`src/rtl/alu_uop_sequencer.sv`:
```
// Micro-op sequencer for the 65HE06 16-bit ALU/AGU datapath: steps REG, LOAD, STORE and
// (with `SEQ_RMW_EN defined) read-modify-write micro-ops through the ALU, register file and LSU.
module alu_uop_sequencer (
   input  logic        clk,
   input  logic        rst_n,
   input  logic        uop_valid,
   output logic        uop_ready,
   input  logic [1:0]  uop_kind,
   input  logic [3:0]  uop_alu_f,
   input  logic        uop_carry,
   input  logic [15:0] uop_imm,
   input  logic        uop_use_imm,
   input  logic        uop_zero_index,
   input  logic [2:0]  uop_ra,
   input  logic [2:0]  uop_rb,
   input  logic [2:0]  uop_rd,
   input  logic        uop_wf,
   output logic [3:0]  alu_f,
   output logic        carry_mask,
   output logic [15:0] sched_t16,
   output logic [15:0] sched_agu_t16,
   output logic        sched_bypass_b,
   output logic        sched_zero_index,
   output logic [2:0]  rf_a_sel,
   output logic [2:0]  rf_b_sel,
   output logic [2:0]  rf_d_sel,
   output logic        rf_d_we,
   output logic        rf_sf_we,
   output logic        lsu_req,
   output logic        lsu_we,
   input  logic        lsu_ack,
   input  logic [15:0] lsu_rdata,
   output logic        uop_err,
   output logic        busy
);

   typedef enum logic [2:0] {
      S_IDLE   = 3'd0,
      S_EXEC   = 3'd1,
      S_LD_REQ = 3'd2,
      S_LD_WB  = 3'd3,
      S_ST_REQ = 3'd4,
      S_RMW_LD = 3'd5,
      S_RMW_OP = 3'd6,
      S_RMW_ST = 3'd7
   } state_t;

   localparam logic [1:0] K_REG   = 2'd0;
   localparam logic [1:0] K_LOAD  = 2'd1;
   localparam logic [1:0] K_STORE = 2'd2;
   localparam logic [1:0] K_RMW   = 2'd3;

   state_t      r_state;
   state_t      w_next;

   logic [3:0]  r_alu_f;
   logic        r_carry;
   logic [15:0] r_imm;
   logic        r_use_imm;
   logic        r_zero_index;
   logic [2:0]  r_ra;
   logic [2:0]  r_rb;
   logic [2:0]  r_rd;
   logic        r_wf;
   logic [15:0] r_ldata;

   logic        w_accept;
   logic        w_load_ack;

   assign uop_ready  = (r_state == S_IDLE);
   assign busy       = (r_state != S_IDLE);
   assign w_accept   = uop_valid && uop_ready;
   assign w_load_ack = lsu_ack && ((r_state == S_LD_REQ) || (r_state == S_RMW_LD));

   always_ff @(posedge clk or negedge rst_n) begin
      if (!rst_n) begin
         r_state <= S_IDLE;
      end else begin
         r_state <= w_next;
      end
   end

   // Every field is frozen at acceptance so the datapath controls stay stable for the whole micro-op.
   always_ff @(posedge clk or negedge rst_n) begin
      if (!rst_n) begin
         r_alu_f      <= 4'd0;
         r_carry      <= 1'b0;
         r_imm        <= 16'd0;
         r_use_imm    <= 1'b0;
         r_zero_index <= 1'b0;
         r_ra         <= 3'd0;
         r_rb         <= 3'd0;
         r_rd         <= 3'd0;
         r_wf         <= 1'b0;
      end else if (w_accept) begin
         r_alu_f      <= uop_alu_f;
         r_carry      <= uop_carry;
         r_imm        <= uop_imm;
         r_use_imm    <= uop_use_imm;
         r_zero_index <= uop_zero_index;
         r_ra         <= uop_ra;
         r_rb         <= uop_rb;
         r_rd         <= uop_rd;
         r_wf         <= uop_wf;
      end
   end

   always_ff @(posedge clk or negedge rst_n) begin
      if (!rst_n) begin
         r_ldata <= 16'd0;
      end else if (w_load_ack) begin
         r_ldata <= lsu_rdata;
      end
   end

`ifdef SEQ_RMW_EN
   assign uop_err = 1'b0;
`else
   // RMW is unsupported in this build: it is consumed and flagged, never executed.
   logic r_err;

   always_ff @(posedge clk or negedge rst_n) begin
      if (!rst_n) begin
         r_err <= 1'b0;
      end else begin
         r_err <= w_accept && (uop_kind == K_RMW);
      end
   end

   assign uop_err = r_err;
`endif

   always_comb begin
      w_next           = r_state;
      alu_f            = 4'd0;
      carry_mask       = 1'b0;
      sched_t16        = 16'd0;
      sched_agu_t16    = 16'd0;
      sched_bypass_b   = 1'b0;
      sched_zero_index = 1'b0;
      rf_a_sel         = 3'd0;
      rf_b_sel         = 3'd0;
      rf_d_sel         = 3'd0;
      rf_d_we          = 1'b0;
      rf_sf_we         = 1'b0;
      lsu_req          = 1'b0;
      lsu_we           = 1'b0;

      case (r_state)
         S_IDLE: begin
            if (uop_valid) begin
               case (uop_kind)
                  K_REG:   w_next = S_EXEC;
                  K_LOAD:  w_next = S_LD_REQ;
                  K_STORE: w_next = S_ST_REQ;
`ifdef SEQ_RMW_EN
                  K_RMW:   w_next = S_RMW_LD;
`else
                  K_RMW:   w_next = S_IDLE;
`endif
                  default: w_next = S_IDLE;
               endcase
            end
         end

         S_EXEC: begin
            alu_f          = r_alu_f;
            carry_mask     = r_carry;
            sched_bypass_b = r_use_imm;
            sched_t16      = r_imm;
            rf_a_sel       = r_ra;
            rf_b_sel       = r_rb;
            rf_d_sel       = r_rd;
            rf_d_we        = 1'b1;
            rf_sf_we       = r_wf;
            w_next         = S_IDLE;
         end

         S_LD_REQ: begin
            lsu_req          = 1'b1;
            sched_agu_t16    = r_imm;
            sched_zero_index = r_zero_index;
            rf_a_sel         = r_ra;
            if (lsu_ack) w_next = S_LD_WB;
         end

         S_LD_WB: begin
            alu_f          = r_alu_f;
            carry_mask     = r_carry;
            sched_bypass_b = 1'b1;
            sched_t16      = r_ldata;
            rf_a_sel       = r_ra;
            rf_d_sel       = r_rd;
            rf_d_we        = 1'b1;
            rf_sf_we       = r_wf;
            w_next         = S_IDLE;
         end

         S_ST_REQ: begin
            lsu_req          = 1'b1;
            lsu_we           = 1'b1;
            sched_agu_t16    = r_imm;
            sched_zero_index = r_zero_index;
            rf_a_sel         = r_ra;
            rf_b_sel         = r_rb;
            if (lsu_ack) w_next = S_IDLE;
         end

`ifdef SEQ_RMW_EN
         S_RMW_LD: begin
            lsu_req          = 1'b1;
            sched_agu_t16    = r_imm;
            sched_zero_index = r_zero_index;
            rf_a_sel         = r_ra;
            if (lsu_ack) w_next = S_RMW_OP;
         end

         S_RMW_OP: begin
            alu_f          = r_alu_f;
            carry_mask     = r_carry;
            sched_bypass_b = 1'b1;
            sched_t16      = r_ldata;
            rf_a_sel       = r_ra;
            rf_d_sel       = r_rd;
            rf_d_we        = 1'b1;
            rf_sf_we       = r_wf;
            w_next         = S_RMW_ST;
         end

         // The modified value was just written to rd, so rd is the store payload.
         S_RMW_ST: begin
            lsu_req          = 1'b1;
            lsu_we           = 1'b1;
            sched_agu_t16    = r_imm;
            sched_zero_index = r_zero_index;
            rf_a_sel         = r_ra;
            rf_b_sel         = r_rd;
            if (lsu_ack) w_next = S_IDLE;
         end
`endif

         default: w_next = S_IDLE;
      endcase
   end

endmodule

```
`config.mk`:
```
export PLATFORM = sky130hd
export DESIGN_NAME = alu_uop_sequencer
export DESIGN_NICKNAME = d
export VERILOG_FILES = /design/src/rtl/alu_uop_sequencer.sv
export SDC_FILE = /design/constraint.sdc
export NUM_CORES = 1
export LEC_CHECK = 0
export ABC_AREA = 1
export CAP_MARGIN = 25
export CORE_ASPECT_RATIO = 1.75
export CORE_UTILIZATION = 39
export CTS_CLUSTER_DIAMETER = 200
export DETAILED_ROUTE_END_ITERATION = 7
export PLACE_DENSITY = 0.84
export SLEW_MARGIN = 0
export SYNTH_ARGS = -nofsm -noshare
export SYNTH_HDL_FRONTEND = slang
export SYNTH_SLANG_ARGS = --single-unit
```
`constraint.sdc`:
```
create_clock -name clk -period 1.2 [get_ports clk]
set_input_delay 0.18 -clock clk [delete_from_list [all_inputs] [get_ports clk]]
set_output_delay 0.18 -clock clk [all_outputs]
set_load 0.1 [all_outputs]
```
# ---- After elaboration in Yosys (flattened, before gate mapping)
# Cells that the tools add are included.
# Widths: inputs -> output; s select.
dict set report word_totals {
  reg_bits 53
  inputBits 55
  output_inout_bits 55
}
dict set report classes {
  n_eq_ne 11
  n_mux 18
  reduce_logical 12
}
# op n
set ops {}
lappend ops {{$pmux 16 s2} 1}
lappend ops {{$mux 3} 6}
lappend ops {{$mux 16} 1}
lappend ops {{$pmux 3 s4} 1}
lappend ops {{$pmux 3 s3} 1}
lappend ops {{$eq 3x2->1 const B} 2}
lappend ops {{$eq 3x3->1 const B} 2}
lappend ops {{$mux 1} 6}
lappend ops {{$ne 2x2->1 const B} 3}
lappend ops {{$reduce_or 2->1} 3}
lappend ops {{$eq 2x2->1 const B} 2}
lappend ops {{$mux 4} 1}
lappend ops {{$reduce_or 4->1} 1}
lappend ops {{$eq 3x1->1 const B} 1}
lappend ops {{$logic_and 1x1->1} 3}
lappend ops {{$logic_not 3->1} 1}
lappend ops {{$reduce_and 3->1} 1}
lappend ops {{$reduce_bool 3->1} 1}
lappend ops {{$eq 2x1->1 const B} 1}
lappend ops {{$logic_not 2->1} 1}
lappend ops {{$pmux 1 s2} 1}
lappend ops {{$logic_or 1x1->1} 1}

# ---- Logic depth before layout (Yosys ltp)
# Gate-level depths: netlist of run 1.
dict set report logic_depth {
  depth_word 4
  depth_mapped 8
  mapped_depth_nobuf 6
}

# ---- Worst setup path before layout of run 1
# No wires, ideal clock.
dict set report synth_path {
  path_type {register to output}
  start {reg r_state[0]}
  end {out alu_f[0]}
  t_arrival_ns 3.552
  t_required_ns 1.020
  slack_ns -2.532
  stages_incl_launch_ff 5
  path_buffers 0
  cell_sequence {dfrtp_1 > inv_1 > nor2_1 > inv_2 > nor2_1}
}
dict set report synth_via {
  elab_chain_cells 3
}
# element line
set synth_lines {}
lappend synth_lines {{start, declared} 53} ;# state_t r_state;
lappend synth_lines {{start signal, assigned} 79} ;# r_state <= w_next;
lappend synth_lines {{$eq 3x2->1 / $eq 3x1->1 (equally long branches)} 149} ;# case (r_state)
lappend synth_lines {{$reduce_or 2->1 (no line) (*)} -}
lappend synth_lines {{$mux 4 (*)} 149}
lappend synth_lines {{end, declared} 18} ;# output logic [3:0] alu_f,
# Every way passes the cells marked *; elsewhere a longest branch is shown, timed or not.

# ---- Worst setup path in the final report of run 1
dict set report layout_path {
  start {reg r_state[0]}
  end {out sched_agu_t16[4]}
}
dict set report layout_via {
  elab_chain_cells 3
}
# element line
set layout_lines {}
lappend layout_lines {{$eq 3x2->1 / $eq 3x3->1 (equally long branches)} 149}
lappend layout_lines {{$reduce_or 2->1 (no line) (*)} -}
lappend layout_lines {{$mux 16 (*)} 149}
lappend layout_lines {{end, declared} 21} ;# output logic [15:0] sched_agu_t16,
# Marks and branches as above.

==> results of run 1 <==
## worst max-delay path, stage by stage, from the launching register on
cell and delay, ns:
dfrtp_2 0.52, inv_4 0.14, nand3_4 0.13, nand2_8 0.15, inv_16 0.09, nor2_4 0.13, buf_12 0.18
## state kept, by name, summed over array words and instances, names as in the netlist
register,count
r_use_imm,1
r_ldata,16
uop_err,1
r_rb,3
r_state,3
r_wf,1
r_alu_f,4
r_carry,1
r_zero_index,1
r_imm,16
r_rd,3
r_ra,3
## cell usage after synthesis, drive strengths merged
master | n | area (um^2)
nor2 | 65 | 251
nand4 | 1 | 6.26
dfrtp | 53 | 1330
buf | 12 | 108
nor3 | 1 | 10.0
a21oi | 29 | 149
o21ai | 6 | 41.3
inv | 60 | 228
o22ai | 16 | 100
nand2 | 58 | 240
clkbuf | 2 | 7.51
nand3 | 27 | 148
## logic make-up after synthesis
logic type | share of synthesized area
and+or+nand+nor | 0.251
AOI/OAI and AO/OA | 0.111
DFF | 0.507
buffers and inverters | 0.131
## how the worst max path moves through the flow
stage          startpoint                end  slack (ns)
6_report       r_state[0]   sched_agu_t16[4]       -0.65
2_1_floorplan  r_state[0]           alu_f[0]       -0.77
3_5_place_dp   r_state[1]       sched_t16[3]       -0.28
4_1_cts        r_state[0]  sched_agu_t16[11]       -0.54
5_1_grt        r_state[0]   sched_agu_t16[4]       -0.66
3_3_place_gp   r_state[1]       sched_t16[3]       -0.24
## what timing repair did
item                                    in CTS  in global routing
endpoints found under the hold margin       12                  0
resized for setup                           62                 40
endpoints found under the setup margin     107                107
pin swaps                                    9                  6
cloned                                      10                  0
setup buffers                               12                  5
hold buffers                                 1                  0
## area by class of cell
class                      instances  area [um^2]  area share
clock buffer                       5          125      0.0215
tap                               82          103      0.0176
sequential                        53         1330       0.228
clock inverter                     3         25.0     0.00429
timing repair inverter             1         11.3     0.00193
timing repair buffer             158         2310       0.397
inverter                          60          278      0.0476
multi-input combinational        204         1650       0.282
## per-stage QoR
step,hold WS [ns],utilization,setup TNS (ns)
2_1_floorplan,-0.116,-,-46.14
3_3_place_gp,0.115,0.767,-16.36
3_5_place_dp,0.120,0.767,-19.97
4_1_cts,0.359,0.876,-44.41
5_1_grt,0.407,0.899,-58.28
6_report,0.387,0.899,-55.01
## metal layers
metal | vias to the layer above | track usage
li1 | 1335 | -
met1 | 1595 | 0.376
met2 | 189 | 0.661
met3 | 66 | 0.0432
met4 | 0 | 0.222
met5 | - | 0
==> impl_metrics.ini, run 1 <==
[outcome]
status = complete, but fails checks
violations = DRC, setup timing

[critical_path]
r2r_start = r_state[0]
cp-end-kind = output port
reg2reg_to = r_ldata[0]
critPathLaunchType = flip-flop
reg2reg_depth = 9
crit_path_max_fanout = 17
path_class = flip-flop to output port
cp_data_arrival_time_ns = 1.67
cp.required_ns = 1.02
r2r_slack_ns = -0.61

[final_layout]
final_layout_size_suffix_gt1_frac = 0.494
n_antenna_cell = 0
fin_nets = 538
final_common_cell = buf_12
fill_cells = 235
area_growth_pct = 123
postLayoutCellArea_um2 = 5830
final_cell_mix = buf_12, clkdlybuf4s50_1, dfrtp_1
final_cells = 566

[route]
ant_nets = 0
avgViaCountPerCell = 5.63
vias = 3185
drc = 1
topRoutingLayerUsed = met4
post_drt_wl_per_cell_um = 24.4
wl_met2_mm = 7.75
met1_length_mm = 4.62
drtIter0Drc = 255
wl_mm = 13.8
route.met3.wl_um = 589
drt-pass1-iter-count = 7

[clocking]
h-tree-depth = 2
clock-sinks = 53
cts_tree = built
clk_latency_ns = 0.29
cts-root-buf = clkbuf_16
clock_path_buffers = 2
clk_pin_slew_ns = 0.08
cts_inserted_buffers = 5

[synthesis]
synthCells = 330
synth-seq-cells = 53
ys_types = 22
syn-num-nets = 385
synth_seq_area_share = 0.507
yosys_warnings = 0
syn_area_um2 = 2620
avgSynthCellArea_um2 = 7.92

[global_routing]
antenna_found_initial = 0
grt_pass1_vias = 3358
grt_usage = 0.356
grt_max_degree = 22
grt_pass1_wl_mm = 18.3
overflow = 0

[place]
dp.cells = 532
place_congestion = 0.791
post-place-ws_ns = -0.279
place_area_um2 = 4980
hpwl_mm = 6.73
port_buffers = 109

[timing]
finalSetupViolations = 107
fin_crit_ns = 1.85
maxSlewViolCount = 0
setup_ws_ns = -0.652
tightest_slew_ns = 0.415
maxSlewHeadroom = 0.723
finalHoldViolCount = 0
finalCritPeriodShare = 1.54
rsz0062_at_grt = yes
clock.fmax_mhz = 540
fin_skew_ns = 0.00796

[floorplan]
ios = 110
core_area_um2 = 6490
die_w_um = 63.9
start_util = 0.403
die_y_um = 110
die_area_um2 = 7050
rows = 39

[run]
cap_viol_max_count = 0

[worst_hold_path]
hp-class = input port to asynchronous set/reset pin
Power of run 1 is not shown: default switching activity piles up to over one toggle a cycle in this logic, so the estimate is an artifact.
==> run 2, diff against run 1 <==
ABC_AREA = 0   (was 1)
PLACE_DENSITY = 0.76   (was 0.84)
==> run 2 against run 1 <==
Compared with the run above:
- the flow finishes with violations (setup timing)
- area after synthesis up 6.3%
- global-route usage down 11 points
- critical path depth unchanged
- hold slack better by 0.013 ns
- maximum frequency down 1.9%
- via count down 30%
- cell count down 21%
==> impl_metrics.ini, run 2 <==
[global_routing]
grt_max_degree = 54
grt_usage = 0.247
grt_pass1_vias = 2414
overflow = 0
antenna_found_initial = 0
grt_pass1_wl_mm = 13.3

[final_layout]
postLayoutCellArea_um2 = 5760
seq_area_um2 = 1330
final_common_cell = buf_12
fill_cells = 306
n_antenna_cell = 0
fin_nets = 417
reg_top3 = r_imm x16, r_ldata x16, r_alu_f x4
final_cell_mix = buf_12, clkdlybuf4s50_1, dfrtp_1
area_growth_pct = 107
multi_input_area_um2 = 1760
final_layout_size_suffix_gt1_frac = 0.683
final_cells = 447

[timing]
fin_skew_ns = 0.00220
finalSetupViolations = 107
setup_ws_ns = -0.689
tightest_slew_ns = 0.298
rsz0062_at_grt = yes
fin_crit_ns = 1.89
clock.fmax_mhz = 529
finalCritPeriodShare = 1.57
maxSlewHeadroom = 0.801
finalHoldViolCount = 0
maxSlewViolCount = 0
setup_tns_ns = -60.30

[synthesis]
synth_compound_area_frac = 0.0185
synth_mux_area_frac = 0.309
synthCells = 207
synth_common_cells = dfrtp_1, mux2_4, and2_1, nor2_1, mux2i_1
synth-seq-cells = 53
yosys_warnings = 0
ys_types = 25
synth_top_family_by_area = multiplexers
yosys-top-cells-area = dfrtp_1, mux2_4, and2_1
yosysMostFrequentCell = dfrtp_1
synth.top_cell.area_share = 0.477
avgSynthCellArea_um2 = 13.4
synth-edff-count = 0
syn_area_um2 = 2780
synthAdderAreaFrac = 0
synth_top_flop_cell = dfrtp_1
synth_xor_area_frac = 0.00315
syn-num-nets = 262
synth.largest_area_cell = dfrtp_1
synth_seq_area_share = 0.477
ys_async_sr_fraction = 1.00
synthSimpleGateAreaFrac = 0.137

[floorplan]
core_area_um2 = 6860
ios = 110
die_w_um = 65.8
die_area_um2 = 7480
start_util = 0.405
die_y_um = 114
rows = 40

[clocking]
cts_tree = built
clock_path_buffers = 2
clk_latency_ns = 0.30
clk_pin_slew_ns = 0.07
h-tree-depth = 2
cts-root-buf = clkbuf_16
clock-sinks = 53
cts_inserted_buffers = 5

[route]
avgViaCountPerCell = 5.00
drc = 0
wl_mm = 9.49
drt-pass1-iter-count = 4
vias = 2237
drtIter0Drc = 83
ant_nets = 0
post_drt_wl_per_cell_um = 21.2

[run]
cap_viol_max_count = 0

[place]
place_congestion = 0.746
place_area_um2 = 4850
port_buffers = 109
hpwl_mm = 5.40
dp.cells = 410

[critical_path]
reg2reg_to = r_alu_f[1]
critPathLaunchType = flip-flop
cp.required_ns = 1.02
r2r_start = r_state[1]
cp-end-kind = output port
cp_data_arrival_time_ns = 1.71
path_class = flip-flop to output port
crit_path_max_fanout = 8
r2r_slack_ns = -0.65
reg2reg_depth = 8

[worst_hold_path]
hp-class = input port to asynchronous set/reset pin

[outcome]
status = complete, but fails checks
violations = setup timing
## run 2: cell types whose count changed after synthesis, sizes merged, moves of 25 or more
cell / before / now
nor2: 65 / 19
nand2: 58 / 0
inv: 60 / 4
and2: 0 / 34
nand3: 27 / 0
mux2: 0 / 49
a21oi: 29 / 4
## run 2: per-stage QoR
step / setup slack, ns / hold slack [ns] / util
after floorplan: -1.07 / -0.116 / -
after global placement: -0.450 / 0.199 / 0.707
after detailed placement: -0.503 / 0.199 / 0.707
after CTS: -0.648 / 0.429 / 0.801
after global routing: -0.737 / 0.437 / 0.840
final: -0.689 / 0.400 / 0.840
## run 2: cell families (layout without fill, tap and decap cells)
family | after synthesis | after routing
mux | 65 | 65
simple gates | 65 | 65
flops | 53 | 53
buf+inv | 17 | 173
compound gates | 6 | 6
xor+xnor | 1 | 1
## run 2: layout make-up
class	instances	area share
well taps	84	0.0182
flip-flops and latches	53	0.231
clock inverters	2	0.00652
multi-input cells	137	0.305
repair buffers	160	0.411
inverters	4	0.00326
repair inverters	1	0.00130
clock buffers	6	0.0241
## run 2: layer usage
layer,vias to the layer above,track usage,part of all wire
met2,80,0.430,0.58
met4,0,0.112,0.028
met3,19,0.0480,0.042
li1,1010,-,-
met5,-,0,0
met1,1128,0.283,0.35
## run 2: how the worst max path moves through the flow
stage                           from                 to
after floorplan           r_state[1]         r_alu_f[0]
after global placement       lsu_ack        r_ldata[14]
after detailed placement     lsu_ack         r_ldata[6]
after CTS                 r_state[2]  sched_agu_t16[14]
after global routing      r_state[1]  sched_agu_t16[11]
final                     r_state[1]  sched_agu_t16[11]
## run 2: repair_timing
action | 4_1_cts | 5_1_grt
endpoints found under the hold margin | 53 | 0
hold buffers | 1 | 0
endpoints found under the setup margin | 105 | 106
cloned | 6 | 1
pin swaps | 14 | 13
resized for setup | 45 | 53
buffers inserted | 15 | 13
## run 2: critical path: stages (launching register included)
cell       delay (ns)
dfrtp_2          0.45
buf_12           0.13
nand2b_4         0.06
a21oi_4          0.24
clkbuf_16        0.20
and2_4           0.16
buf_12           0.17
Power of run 2 is left out for the same reason.
